==> src/rtl/hp_pkg.sv <==
// Shared constants for the phase-glitch detector array.
// Pure definitions; no logic, latency or flow control.
package hp_pkg;

  localparam int CNT_W_DEF = 8;
  // Arm counter width; holds STARTUP values up to 15.
  localparam int ARM_W = 4;

  function automatic longint unsigned cnt_max(input int unsigned w);
    return (64'd1 << w) - 64'd1;
  endfunction

endpackage

==> src/rtl/hp_chan.sv <==
// One detector channel: modulator, B/A stages, raw alarm, edge detect, sticky, counter; alarm is combinational, flags/counter 1 CK.
// No backpressure. HP_EVENT_COUNT_EN adds the saturating event counter; otherwise cnt is tied to 0.
module hp_chan
  import hp_pkg::*;
#(
  parameter int CNT_W = CNT_W_DEF
) (
  input  logic             clk,
  input  logic             rst,
  input  logic             vcc,
  input  logic             upd_b,
  input  logic             arm,
  input  logic             glitch,
  input  logic             clr,
  output logic             alarm,
  output logic             sticky,
  output logic [CNT_W-1:0] cnt
);

  logic data_q, data_d;
  logic b_q, b_d;
  logic a_q, a_d;
  logic alarm_q, alarm_d;
  logic sticky_q, sticky_d;
  logic raw;
  logic ev;

  always_comb begin
    data_d = data_q;
    b_d    = b_q;
    a_d    = a_q;
    if (upd_b) begin
      data_d = vcc ? ~data_q : 1'b0;
      b_d    = vcc ? (data_q ^ glitch) : 1'b0;
    end else begin
      a_d = vcc ? b_q : 1'b0;
    end
    // Clean operation keeps A==B and B==~Data; a flipped sample breaks the second.
    raw      = ~(b_q ^ a_q) & ~((data_q ^ glitch) ^ b_q);
    alarm    = raw & arm & vcc;
    alarm_d  = alarm;
    ev       = alarm & ~alarm_q;
    sticky_d = sticky_q;
    if (ev) begin
      sticky_d = 1'b1;
    end else if (clr) begin
      sticky_d = 1'b0;
    end
  end

  always_ff @(posedge clk) begin
    if (rst) begin
      data_q   <= 1'b0;
      b_q      <= 1'b0;
      a_q      <= 1'b0;
      alarm_q  <= 1'b0;
      sticky_q <= 1'b0;
    end else begin
      data_q   <= data_d;
      b_q      <= b_d;
      a_q      <= a_d;
      alarm_q  <= alarm_d;
      sticky_q <= sticky_d;
    end
  end

  assign sticky = sticky_q;

`ifdef HP_EVENT_COUNT_EN
  localparam logic [CNT_W-1:0] CNT_MAX = CNT_W'(cnt_max(CNT_W));

  logic [CNT_W-1:0] cnt_q, cnt_d;

  always_comb begin
    cnt_d = cnt_q;
    if (ev) begin
      if (clr) begin
        cnt_d = CNT_W'(1);
      end else if (cnt_q != CNT_MAX) begin
        cnt_d = cnt_q + CNT_W'(1);
      end
    end else if (clr) begin
      cnt_d = '0;
    end
  end

  always_ff @(posedge clk) begin
    if (rst) begin
      cnt_q <= '0;
    end else begin
      cnt_q <= cnt_d;
    end
  end

  assign cnt = cnt_q;
`else
  assign cnt = '0;
`endif

endmodule

==> src/rtl/hp_array.sv <==
// NCH phase-glitch detectors sharing CK2 and startup arming; Alarm comb, sticky/cnt 1 CK, trip 1 CK after cnt. No backpressure.
// HP_EVENT_COUNT_EN: per-channel counters and THRESH trip; undefined: cnt=0 and trip follows |sticky.
module hp_array
  import hp_pkg::*;
#(
  parameter int NCH     = 4,
  parameter int INVERT  = 0,
  parameter int STARTUP = 3,
  parameter int CNT_W   = CNT_W_DEF,
  parameter int THRESH  = 1
) (
  input  logic                 CK,
  input  logic                 RST,
  input  logic                 VCC,
  input  logic [NCH-1:0]       glitch,
  input  logic                 clr,
  output logic [NCH-1:0]       Alarm,
  output logic                 alarm_any,
  output logic [NCH-1:0]       sticky,
  output logic [NCH*CNT_W-1:0] cnt,
  output logic                 trip
);

  if (NCH < 1 || NCH > 32) begin : g_bad_nch
    $error("hp_array: NCH out of range");
  end
  if (STARTUP < 1 || STARTUP > 15) begin : g_bad_startup
    $error("hp_array: STARTUP out of range");
  end
  if (THRESH < 1 || longint'(THRESH) > longint'(cnt_max(CNT_W))) begin : g_bad_thresh
    $error("hp_array: THRESH out of range");
  end

  logic             ck2_q, ck2_d;
  logic [ARM_W-1:0] arm_cnt_q, arm_cnt_d;
  logic             trip_q, trip_d;
  logic             arm;
  logic             upd_b;

  assign upd_b = (ck2_q == (INVERT != 0));
  assign arm   = (arm_cnt_q == ARM_W'(STARTUP));

  always_comb begin
    ck2_d     = ~ck2_q;
    arm_cnt_d = arm_cnt_q;
    // A CK2 rising edge is any CK edge taken while CK2 is low.
    if (!VCC) begin
      arm_cnt_d = '0;
    end else if (!ck2_q && !arm) begin
      arm_cnt_d = arm_cnt_q + ARM_W'(1);
    end
`ifdef HP_EVENT_COUNT_EN
    trip_d = 1'b0;
    for (int i = 0; i < NCH; i++) begin
      if (cnt[i*CNT_W +: CNT_W] >= CNT_W'(THRESH)) begin
        trip_d = 1'b1;
      end
    end
`else
    trip_d = |sticky;
`endif
  end

  always_ff @(posedge CK) begin
    if (RST) begin
      ck2_q     <= 1'b0;
      arm_cnt_q <= '0;
      trip_q    <= 1'b0;
    end else begin
      ck2_q     <= ck2_d;
      arm_cnt_q <= arm_cnt_d;
      trip_q    <= trip_d;
    end
  end

  for (genvar i = 0; i < NCH; i++) begin : g_ch
    hp_chan #(
      .CNT_W (CNT_W)
    ) u_chan (
      .clk    (CK),
      .rst    (RST),
      .vcc    (VCC),
      .upd_b  (upd_b),
      .arm    (arm),
      .glitch (glitch[i]),
      .clr    (clr),
      .alarm  (Alarm[i]),
      .sticky (sticky[i]),
      .cnt    (cnt[i*CNT_W +: CNT_W])
    );
  end

  assign alarm_any = |Alarm;
  assign trip      = trip_q;

endmodule

==> config.mk <==
export PLATFORM = sky130hd
export DESIGN_NAME = hp_array
export DESIGN_NICKNAME = d
export VERILOG_FILES = /design/src/rtl/hp_pkg.sv /design/src/rtl/hp_chan.sv /design/src/rtl/hp_array.sv
export SDC_FILE = /design/constraint.sdc
export NUM_CORES = 1
export LEC_CHECK = 0
export CORE_MARGIN = 10
export CORE_UTILIZATION = 26
export DETAILED_ROUTE_END_ITERATION = 12
export GPL_ROUTABILITY_DRIVEN = 0
export GPL_TIMING_DRIVEN = 0
export PLACE_DENSITY = 0.56
export SETUP_SLACK_MARGIN = 0.15
export SYNTH_ARGS = -nofsm -noshare
export SYNTH_HDL_FRONTEND = slang
export SYNTH_SLANG_ARGS = --single-unit
==> constraint.sdc <==
create_clock -name CK -period 2.5 [get_ports CK]
set_input_delay 0.5 -clock CK [delete_from_list [all_inputs] [get_ports CK]]
set_output_delay 0.5 -clock CK [all_outputs]
set_load 0.01 [all_outputs]
# After elaboration in Yosys (flattened, before gate mapping)

Index checks and enable logic that the tools add are counted.
W data, S select, Z words.

Reductions and logical operators: 10
Multiplexer cells: 17
Bitwise gates (word level): 46
Add/sub/neg operators: 1
Equal/unequal tests: 1

Operators with widths:

| kind                  | count |
|---|---|
| $not A1 Y1            | 18 |
| $mux W1               | 17 |
| $and A1 B1 Y1         | 16 |
| $xor A1 B1 Y1         | 12 |
| $reduce_bool A2 Y1    | 4 |
| $reduce_or A4 Y1      | 2 |
| $add A4 B1 Y4 const B | 1 |
| $eq A4 B2 Y1 const B  | 1 |
| $logic_not A1 Y1      | 2 |
| $reduce_or A2 Y1      | 1 |
| $logic_and A1 B1 Y1   | 1 |

Output and inout bits: 42
Flip-flop bits (word level): 26
Input bits: 8

# Longest topological paths before layout

Depth in word-level cells: 8
Mapped depth: 5
Gate-level depth less buffers: 5

# Hierarchy

From an unflattened synthesis, not the netlist that was laid out.

Cell total of the unflattened synthesis: 151
Area, all modules: 1412.6 sq um

By module, submodules not included:

| module   | area an instance (sq um) | times used | cells an instance |
|---|---|---|---|
| hp_chan  | 287.8                    | 4          | 31 |
| hp_array | 261.5                    | 1          | 27 |

# Worst setup path after synthesis

Ideal clock, no wire load.

Kind: input-to-output
Start: input port glitch[2]
End: output port alarm_any
Stages on the path: 4
Arrival time: 1.265 ns
Buffers on the path: 0
Path slack: 0.735 ns
Cell sequence: xnor2_1 mux2i_1 and2_1 a31oi_1

Cells in the longest elaborated chain, start to end: 7

RTL lines:

| what                       | line           | text |
|---|---|---|
| from (decl)                | hp_array.sv:15 | `input logic [NCH-1:0] glitch,` |
| $xor A1 B1 Y1 (2 in a row) | hp_chan.sv:39  | `raw = ~(b_q ^ a_q) & ~((data_q ^ glitch) ^ b_q);` |
| $not A1 Y1                 | hp_chan.sv:39  |  |
| $and A1 B1 Y1              | hp_chan.sv:39  |  |
| $and A1 B1 Y1 (2 in a row) | hp_chan.sv:40  | `alarm = raw & arm & vcc;` |
| $reduce_or A4 Y1           | hp_array.sv:93 | `assign alarm_any = \|Alarm;` |
| to (decl)                  | hp_array.sv:18 | `output logic alarm_any,` |

Every way passes these cells.

# Worst setup path in the final report

Start: input port glitch[0]
End: output port Alarm[0]

Cells in the longest elaborated chain, start to end: 6

RTL lines:

| what                       | line           | text |
|---|---|---|
| $xor A1 B1 Y1 (2 in a row) | hp_chan.sv:39  |  |
| $not A1 Y1                 | hp_chan.sv:39  |  |
| $and A1 B1 Y1              | hp_chan.sv:39  |  |
| $and A1 B1 Y1 (2 in a row) | hp_chan.sv:40  |  |
| to (decl)                  | hp_array.sv:17 | `output logic [NCH-1:0] Alarm,` |

Every way passes these cells.

==> impl_metrics.csv <==
group,metric,value,unit
finish,syn2layout_area_growth,37.4,%
timing,period_needed,2.25,ns
global_routing,met1_usage,8.33,%
routing,drtIter0Drc,55,
worst_setup_path,timing.rr.end,"g_ch[2].u_chan.sticky",
synthesis,synthCells,166,
timing,finClkSkew,0.00589,ns
finish,stdcell_count,293,
timing,setup_ws,0.247,ns
worst_setup_path,cp.arrival,1.75,ns
synthesis,synthArstFlopShare,0,%
synthesis,ys_warn_count,0,
cts,cts_hold_buf,0,
global_routing,met2_usage,10.5,%
global_routing,grt_overflow,0,
routing,drc,0,
power_and_ir_drop,powerDensity,455,nW/um^2
power_and_ir_drop,peakVddDrop,172,uV
power_and_ir_drop,leakage,0.921,nW
cts,clkSlewWorstSetupHoldPaths,0.09,ns
synthesis,synth_cell_types,33,
place,portBuffers,17,
global_routing,grt_pass1_wl,4.97,mm
global_routing,use_met3,2.40,%
synthesis,syn-cell-area,1420,um^2
hold_path,whs_path_depth,1,
cts,cts.sink_count,26,
floorplan,die_area,8820,um^2
hold_path,hold_path.class,"flop to flop",
finish,nNetsFinal,233,
finish,drive_gt1_share,34.1,%
routing,dr.pass1.iters,4,
place,dp_hpwl,2.35,mm
finish,final_common_cell,"buf_4",
synthesis,avgSynthCellArea,8.55,um^2
worst_setup_path,startpoint_type,"primary input",
worst_setup_path,critPathKind,"primary input to primary output",
synthesis,ys.flop_type,"dfxtp_1",
place,post-place-ws,-0.355,ns
worst_setup_path,cp-end-kind,"primary output",
job,max_cap_violations,0,
hold_path,min_to,"g_ch[3].u_chan.sticky",
floorplan,io-pin-count,50,
routing,wl_per_cell,10.5,um
place,dpl.cell_count,284,
global_routing,grt_usage,6.93,%
timing,hold_ws,0.416,ns
timing,final_hold_viol_count,0,
routing,detail_route.vias_per_cell,3.76,
floorplan,die_y,93.9,um
routing,wl,3.06,mm
worst_setup_path,reg2reg_depth,4,
timing,fin_crit_sh,90.1,%
worst_setup_path,timing.rr.start,"arm_cnt_q[0]",
worst_setup_path,cp.required,2.00,ns
cts,clockBufferDepth,2,
floorplan,start_util,27.3,%
global_routing,antenna_found_initial,0,
floorplan,floorplan.core_area,5200,um^2
timing,drv_slew,0,
cts,clockRootBuffer,"clkbuf_8",
synthesis,synth-edff-count,0,
finish,diodes,0,
worst_setup_path,r2r_setup_slack,1.16,ns
floorplan,dieWidth,93.9,um
routing,final_antenna_net_count,0,
synthesis,synth_seq_cells,26,
timing,max_freq,444,MHz
finish,mostFrequentLayoutCells,"45 x buf_4, 32 x conb_1, 26 x dfxtp_1, 22 x nor2_1, 10 x a21oi_1",
worst_setup_path,critPathMaxFanout,4,
floorplan,rows,26,
status,outcome,"finished clean",
finish,nFillCells,570,
cts,cts-buffers-inserted,3,
hold_path,hp-start,"g_ch[3].u_chan.alarm_q",
routing,vias,1101,
global_routing,grt_pass1_vias,1048,
global_routing,gr-max-usage-layer,"met2",
global_routing,grt_max_degree,15,
cts,cts_tree,"done",
timing,setup-violations-final,0,
synthesis,ys_seq_area_share,36.7,%
cts,clock_latency,0.27,ns
cts,h-tree-depth,1,
timing,rsz0062_at_grt,"false",
-- logic make-up after synthesis --
logic type	count (synthesis)	synth area share [%]
AND/OR/NAND/NOR	62	23.3
XOR/XNOR	6	3.70
flip-flops	26	36.7
multiplexers	2	1.41
other	1	0.264
AO/OA/AOI/OAI	21	10.5
buffers and inverters	47	23.3
adder cells (fa/ha/maj)	1	0.881
-- stage by stage --
| stage | power [mW] | instance area [um^2] | TNS [ns] | util, % |
|---|---|---|---|---|
| final | 0.889 | 1950 | 0 | 37.5 |
| after global routing | 0.947 | 1950 | 0 | 37.5 |
| after CTS | 0.901 | 1920 | 0 | 37.0 |
| after detailed placement | 0.599 | 1790 | -1.39 | 34.5 |
| after global placement | 0.597 | 1790 | -1.37 | 34.5 |
| after floorplan | 0.565 | 1540 | 0 | - |
-- Yosys cell counts (2+ instances only) --
library cell	n	area, um^2
buf_4	40	300
dfxtp_1	26	521
nor2_1	25	93.8
a21oi_1	10	50.1
nand2_1	9	33.8
nand2b_1	6	37.5
buf_2	4	20.0
nand3_1	4	20.0
or3b_2	4	35.0
and2_1	3	18.8
xnor2_1	3	26.3
xor2_1	3	26.3
a22oi_1	2	15.0
a2bb2oi_1	2	17.5
and3_1	2	12.5
mux2i_1	2	20.0
nor3_1	2	10.0
o21ai_0	2	10.0
o41ai_1	2	17.5
o41ai_2	2	32.5
-- power breakdown --
| group | switching [mW] | leakage, nW | total (mW) | internal, mW |
|---|---|---|---|---|
| sequential | 0.0114 | 0.211 | 0.437 | 0.426 |
| clock | 0.130 | 0.0288 | 0.270 | 0.141 |
| combinational | 0.0910 | 0.681 | 0.181 | 0.0904 |
-- routing by layer --
| layer | vias up | share of wire, % |
|---|---|---|
| met2 | 34 | 46 |
| met3 | 2 | 9.7 |
| met4 | 0 | 1.6 |
| met5 | - | 0 |
| met1 | 474 | 43 |
| li1 | 591 | - |
-- registers in the layout (all words and copies together), names as in the netlist --
signal / count
g_ch.u_chan.sticky: 4
trip: 1
g_ch.u_chan.b_q: 4
ck2_q: 1
g_ch.u_chan.data_q: 4
g_ch.u_chan.alarm_q: 4
g_ch.u_chan.a_q: 4
arm_cnt_q: 4
-- critical path: stages --
cell and delay [ns]:
dlygate4sd2_1 0.26, xor2_2 0.19, and3_4 0.20, nor2_4 0.14, nor2_1 0.06, buf_4 0.12, dlygate4sd2_1 0.28
-- final cells by class --
| cell class | instances | area, um^2 | area share (%) |
|---|---|---|---|
| multi-input combinational | 124 | 759 | 38.9 |
| sequential | 26 | 520 | 26.7 |
| buffer | 46 | 334 | 17.1 |
| timing repair buffer | 22 | 191 | 9.81 |
| tap | 70 | 87.6 | 4.49 |
| clock buffer | 4 | 55.1 | 2.82 |
| inverter | 1 | 3.75 | 0.192 |
-- timing repair --
action | in CTS | in global routing
resized for setup | 29 | 4
setup endpoints to repair | 5 | 5
buffers inserted | 4 | 1
gates cloned | 0 | 0
pin swaps | 6 | 3
-- worst max path at each step --
stage                      to  slack, ns      start
floorplan           alarm_any       0.74  glitch[2]
CTS                  Alarm[1]       0.15  glitch[1]
global route         Alarm[2]       0.16  glitch[2]
detailed placement  alarm_any      -0.36  glitch[2]
finish               Alarm[0]       0.25  glitch[0]
global placement    alarm_any      -0.36  glitch[2]
Note: power is estimated with default switching activity, not from simulation.
